**src/rtl/regfile_wr_arbiter_if.sv**
```systemverilog
// Writeback-side bundle for the regfile write-port arbiter: two requesters,
// the hold control, the registered regfile write stage and the conflict counter.
interface regfile_wr_arbiter_if #(
   parameter int WIDTH   = 8,
   parameter int REGBITS = 3,
   parameter int CNTW    = 8
);
   logic               hold;
   logic               req0_valid;
   logic               req0_ready;
   logic [REGBITS-1:0] req0_wa;
   logic [WIDTH-1:0]   req0_wd;
   logic               req1_valid;
   logic               req1_ready;
   logic [REGBITS-1:0] req1_wa;
   logic [WIDTH-1:0]   req1_wd;
   logic               regwrite;
   logic [REGBITS-1:0] wa;
   logic [WIDTH-1:0]   wd;
   logic               last_grant;
   logic [CNTW-1:0]    conflict_cnt;

   modport master (
      output hold, req0_valid, req0_wa, req0_wd, req1_valid, req1_wa, req1_wd,
      input  req0_ready, req1_ready, regwrite, wa, wd, last_grant, conflict_cnt
   );

   modport slave (
      input  hold, req0_valid, req0_wa, req0_wd, req1_valid, req1_wa, req1_wd,
      output req0_ready, req1_ready, regwrite, wa, wd, last_grant, conflict_cnt
   );
endinterface

```
**src/rtl/regfile_wr_arbiter.sv**
```systemverilog
// Round-robin arbiter sharing the regfile write port between ALU and load writeback.
// Optional macro RFARB_ZERO_DROP_EN: accepted writes to register 0 complete but do not write.
module regfile_wr_arbiter #(
   parameter int WIDTH   = 8,
   parameter int REGBITS = 3,
   parameter int CNTW    = 8
) (
   input logic                  clk,
   input logic                  reset,
   regfile_wr_arbiter_if.slave  bus
);
   logic               prio;
   logic               grant0;
   logic               grant1;
   logic               slot_en;
   logic [REGBITS-1:0] sel_wa;
   logic [WIDTH-1:0]   sel_wd;
   logic               regwrite_q;
   logic [REGBITS-1:0] wa_q;
   logic [WIDTH-1:0]   wd_q;
   logic               last_grant_q;
   logic [CNTW-1:0]    conflict_q;

   // On a tie the requester matching prio wins; hold blocks both grants.
   assign grant0 = ~bus.hold & bus.req0_valid & (~bus.req1_valid | ~prio);
   assign grant1 = ~bus.hold & bus.req1_valid & (~bus.req0_valid |  prio);

   assign sel_wa = grant1 ? bus.req1_wa : bus.req0_wa;
   assign sel_wd = grant1 ? bus.req1_wd : bus.req0_wd;

`ifdef RFARB_ZERO_DROP_EN
   assign slot_en = (sel_wa != '0);
`else
   assign slot_en = 1'b1;
`endif

   always_ff @(posedge clk or posedge reset) begin
      if (reset) begin
         prio         <= 1'b0;
         regwrite_q   <= 1'b0;
         wa_q         <= '0;
         wd_q         <= '0;
         last_grant_q <= 1'b0;
         conflict_q   <= '0;
      end else begin
         if (grant0 | grant1) begin
            regwrite_q   <= slot_en;
            wa_q         <= sel_wa;
            wd_q         <= sel_wd;
            last_grant_q <= grant1;
            prio         <= grant0;
         end else begin
            regwrite_q   <= 1'b0;
         end
         if (bus.req0_valid & bus.req1_valid & ~bus.hold & ~(&conflict_q))
            conflict_q <= conflict_q + 1'b1;
      end
   end

   assign bus.req0_ready   = grant0;
   assign bus.req1_ready   = grant1;
   assign bus.regwrite     = regwrite_q;
   assign bus.wa           = wa_q;
   assign bus.wd           = wd_q;
   assign bus.last_grant   = last_grant_q;
   assign bus.conflict_cnt = conflict_q;
endmodule

```
**src/flat_wrapper.sv**
```systemverilog
// flat-port wrapper written by rule: the top's interface ports become plain ports
module regfile_wr_arbiter_flat 
#(
   parameter int WIDTH   = 8,
   parameter int REGBITS = 3,
   parameter int CNTW    = 8
)
  (clk, reset, bus_hold, bus_req0_valid, bus_req0_wa, bus_req0_wd, bus_req1_valid, bus_req1_wa, bus_req1_wd, bus_req0_ready, bus_req1_ready, bus_regwrite, bus_wa, bus_wd, bus_last_grant, bus_conflict_cnt);
  regfile_wr_arbiter_if #(.WIDTH(WIDTH), .REGBITS(REGBITS), .CNTW(CNTW)) bus_i ();
  input logic clk;
  input logic reset;
  input wire logic [$bits(bus_i.hold)-1:0] bus_hold;
  input wire logic [$bits(bus_i.req0_valid)-1:0] bus_req0_valid;
  input wire logic [$bits(bus_i.req0_wa)-1:0] bus_req0_wa;
  input wire logic [$bits(bus_i.req0_wd)-1:0] bus_req0_wd;
  input wire logic [$bits(bus_i.req1_valid)-1:0] bus_req1_valid;
  input wire logic [$bits(bus_i.req1_wa)-1:0] bus_req1_wa;
  input wire logic [$bits(bus_i.req1_wd)-1:0] bus_req1_wd;
  output wire logic [$bits(bus_i.req0_ready)-1:0] bus_req0_ready;
  output wire logic [$bits(bus_i.req1_ready)-1:0] bus_req1_ready;
  output wire logic [$bits(bus_i.regwrite)-1:0] bus_regwrite;
  output wire logic [$bits(bus_i.wa)-1:0] bus_wa;
  output wire logic [$bits(bus_i.wd)-1:0] bus_wd;
  output wire logic [$bits(bus_i.last_grant)-1:0] bus_last_grant;
  output wire logic [$bits(bus_i.conflict_cnt)-1:0] bus_conflict_cnt;
  assign bus_i.hold = bus_hold;
  assign bus_i.req0_valid = bus_req0_valid;
  assign bus_i.req0_wa = bus_req0_wa;
  assign bus_i.req0_wd = bus_req0_wd;
  assign bus_i.req1_valid = bus_req1_valid;
  assign bus_i.req1_wa = bus_req1_wa;
  assign bus_i.req1_wd = bus_req1_wd;
  assign bus_req0_ready = bus_i.req0_ready;
  assign bus_req1_ready = bus_i.req1_ready;
  assign bus_regwrite = bus_i.regwrite;
  assign bus_wa = bus_i.wa;
  assign bus_wd = bus_i.wd;
  assign bus_last_grant = bus_i.last_grant;
  assign bus_conflict_cnt = bus_i.conflict_cnt;
  regfile_wr_arbiter #(.WIDTH(WIDTH), .REGBITS(REGBITS), .CNTW(CNTW)) u_core (.clk(clk), .reset(reset), .bus(bus_i));
endmodule
```
**config.mk**
```make
export PLATFORM = sky130hd
export DESIGN_NAME = regfile_wr_arbiter_flat
export DESIGN_NICKNAME = d
export VERILOG_FILES = /design/src/rtl/regfile_wr_arbiter_if.sv /design/src/rtl/regfile_wr_arbiter.sv /design/src/flat_wrapper.sv
export SDC_FILE = /design/constraint.sdc
export NUM_CORES = 1
export LEC_CHECK = 0
export BUFFER_PORTS_ARGS = -buffer_cell sky130_fd_sc_hd__clkbuf_2
export CORE_UTILIZATION = 45
export DETAILED_ROUTE_END_ITERATION = 6
export PLACE_DENSITY = 0.77
export SETUP_SLACK_MARGIN = 0.3
export SLEW_MARGIN = 20
export SYNTH_ARGS = -nofsm -noshare
export SYNTH_HDL_FRONTEND = slang
export SYNTH_SLANG_ARGS = --single-unit
```
**constraint.sdc**
```tcl
create_clock -name clk -period 1.8 [get_ports clk]
set_input_delay 0.18 -clock clk [delete_from_list [all_inputs] [get_ports clk]]
set_output_delay 0.18 -clock clk [all_outputs]
set_load 0.01 [all_outputs]
```
==> key figures <==
Status
  – Outcome: complete, no violations

Timing
  – Count of final setup violators: 0
  – Headroom to the max-slew limit: 69.8%
  – Skew final: 0.00988 ns
  – Final Max Slew Viols: 0
  – Max Fclk: 0.678 GHz
  – RSZ-0062 raised after global routing: true
  – Minimum clock period after layout: 1.48 ns
  – Setup TNS Final: 0 ns
  – Final hold viol count: 0
  – WHS: 0.0985 ns
  – Tightest Pin Transition: 0.453 ns
  – Tcrit/Tclk final: 82.0%

Synthesis
  – Cell taking the most area after synthesis: dfrtp_1
  – Synth Register Bits: 22
  – Ys Warns: 0
  – Main synth FF type: dfrtp_1
  – Post-synth EDFFs: 0
  – Largest family of logic cells by synthesized area: simple AND/OR/NAND/NOR gates
  – Seq/Total Area, Yosys: 50.8%
  – Share of Yosys cell area claimed by the top area cell type: 50.8%
  – Post-Synth Adder-Cell Area: 1.15%
  – Mux contribution to synthesized area: 4.16%
  – Mapped Cells: 112
  – Compound-Gate Fraction of Synth Area: 16.9%
  – Post-Synth Simple-Gate Area: 21.1%
  – Synth area leaders: dfrtp_1 51%, a31oi_1 6.4%, nand3_1 6.0%, o21ai_0 5.5%, nor2_1 4.5%
  – Syn_nets: 140
  – Post-Syn Area: 1080 um2
  – Async SR Flop Fraction: 100%
  – Post-synth cell types: 27
  – Post-synthesis xor/xnor area fraction: 2.42%
  – Avg Cell Area, Syn: 9.67 um2

Drt
  – DRC: 0
  – 1st-iter DRT viols: 41
  – Via count: 1075
  – Final WL: 2.62 mm
  – Post-DRT Antenna Nets: 0
  – Router iterations before antenna repair: 4
  – DR vias/cell: 5.48
  – Drt wl/cell: 13.4 um

Floorplanning
  – I/O pin count: 50
  – Die height: 51.1 um
  – Core Box Area: 2230 um2
  – Initial Util: 48.5%
  – Die Wd: 51.1 um
  – Die area: 2610 um2
  – Site Rows: 17

Clock tree
  – Clock Sinks: 22
  – Clock root buffer: clkbuf_4
  – Worst-Skew Late Latency: 0.31 ns
  – CTS H-tree depth: 1
  – CTS tree: done
  – Clk buf depth: 2
  – Clk slew on worst S/H paths: 0.12 ns
  – CTS Buf Count: 3

Critical path
  – CP Data Arrival Time: 1.67 ns
  – Crit Reg-Reg Startpoint: u_core.bus.conflict_cnt[0]
  – Max Fanout on Critical Path: 4
  – Cell depth of the worst setup path: 4
  – Crit Path Category: reg2reg
  – Endpoint type of the worst setup path: flip-flop
  – Startpoint Class: flip-flop
  – Critical-path top delay cell: dfrtp_1
  – Buf+Inv Stages, Crit Path: 0
  – CP top delay family: flip-flops
  – CP Cell Sequence: ha_2 > nand4_1 > o21ai_2 > mux2_4
  – Crit path from: u_core.bus.conflict_cnt[0]
  – Max incr delay on CP: 0.40 ns
  – Worst R2R Path Depth: 4
  – Critical Path RT: 2.00 ns

Final layout
  – Cell area after layout: 1440 um2
  – Finished Core Util: 64.6%
  – Antenna diode count: 0
  – Share of post-route cells with drive strength above 1: 40.5%
  – Final #Nets: 198
  – Most common cell after layout, fill and taps aside: clkbuf_2
  – Most frequent cells in the layout: 49 x clkbuf_2, 22 x dfrtp_1, 13 x nand3_1, 13 x nor2_1, 12 x o21ai_0
  – Area delta synth->final: 33.1%

GRT
  – Tot GR Track Use: 21.2%
  – Vias in the first global route: 976
  – Total gr overflow: 0
  – First-pass GRT wire length: 4.10 mm
  – Antenna violations before repair: 0
  – Pin count of the biggest net entering global routing: 24

Placed design
  – Post-DP Area: 1350 um2
  – Gpl congestion: 0.735
  – Post-DP HPWL: 1.80 mm
  – I/O Buffers: 49

Power
  – VDD IR-drop max: 0.000558 V
  – Pwr/cell area: 957 nW/um2
  – Flop pwr share: 49.5%
  – P_sw: 0.470 mW
  – Leakage: 0.697 nW
  – Clk pwr share: 16.1%
  – Internal: 0.911 mW
  – Comb pwr share: 34.3%
  – Sw Ratio: 34.0%

Worst hold path
  – Hold_sp: bus_req1_wa[2]
  – WHS Path Cells: 3
  – Worst hold path class: in2reg

Flow run
  – Max Cap Viol: 0
## state kept, by name, summed over array words and instances (netlist names)
name / flops
u_core.bus.regwrite: 1
u_core.bus.conflict_cnt: 8
u_core.bus.wd: 8
u_core.prio: 1
u_core.bus.wa: 3
u_core.bus.last_grant: 1
## cell families (layout without fill, tap and decap cells)
group                      after synthesis  in the layout
AOI/OAI and AO/OA                       30             30
xor gates and xnor gates                 3              3
adders and majority gates                1              1
buffers and inverters                    8             64
DFF                                     22             22
muxes                                    4              4
and+or+nand+nor                         44             44
## path summary, 6_finish.rpt
| check | slack [ns] | end |
|---|---|---|
| worst max-delay path | 0.32 | u_core.bus.conflict_cnt[1] |
| worst min-delay path | 0.1 | u_core.bus.wa[2] |
| worst max register to register | 0.32 | u_core.bus.conflict_cnt[1] |
| worst min register to register | 0.53 | u_core.bus.last_grant |
| max in group asynchronous | 1.15 | u_core.bus.conflict_cnt[4] |
| min in group asynchronous | 0.42 | u_core.bus.wa[0] |
## cells in the mapped netlist, types with 2 or more instances
cell type  number
nand4_1         3
nand2b_1        4
nand3_1        13
nand2_1         3
and3_1          2
o211ai_1        2
inv_1           2
buf_2           6
o21ai_0        12
a31oi_1        11
nor2_1         13
xnor2_1         3
mux2_1          3
dfrtp_1        22
## final cells by class
class / count / area (um2)
fill: 182 / 791
sequential: 22 / 551
multi-input combinational: 82 / 504
timing repair buffer: 59 / 323
tap: 28 / 35.0
clock buffer: 3 / 22.5
inverter: 2 / 7.51
## worst reg2reg max path: cells and delay by family, from the launching register on
family | cells | cell delay (ns)
flip-flops | 1 | 0.40
AND/OR/NAND/NOR | 1 | 0.21
multiplexers | 1 | 0.32
AO/OA/AOI/OAI | 1 | 0.22
adder cells (fa/ha/maj) | 1 | 0.21
## power by group through the flow
stage	combinational (mW)	sequential [mW]	clock, mW
3_3_place_gp	0.368	0.687	0
2_1_floorplan	0.175	0.727	0
3_5_place_dp	0.379	0.696	0
6_report	0.474	0.684	0.223
4_1_cts	0.385	0.685	0.224
5_1_grt	0.515	0.703	0.239
## per-layer routing
metal	global-route usage (%)	routed length [um]	part of all wire, %
met4	13.9	62	2.4
met3	2.38	139	5.3
met5	0	0	0
met2	32.7	1260	48
met1	28.2	1160	44
## what timing repair did
action                     4_1_cts  5_1_grt
setup buffers                    2        5
setup endpoints to repair        2        6
resized for setup                1        3
pin swaps                        1        5
hold buffers                     1        0
hold endpoints to repair        22        0
cloned                           0        0
## stage by stage
step / setup WS (ns) / cells / power [mW]
3_3_place_gp: 0.323 / 185 / 1.06
4_1_cts: 0.275 / 191 / 1.29
2_1_floorplan: 0.317 / 112 / 0.902
6_report: 0.325 / 196 / 1.38
5_1_grt: 0.205 / 196 / 1.46
3_5_place_dp: 0.232 / 185 / 1.07
No activity file was read; power rests on OpenSTA's default activity.
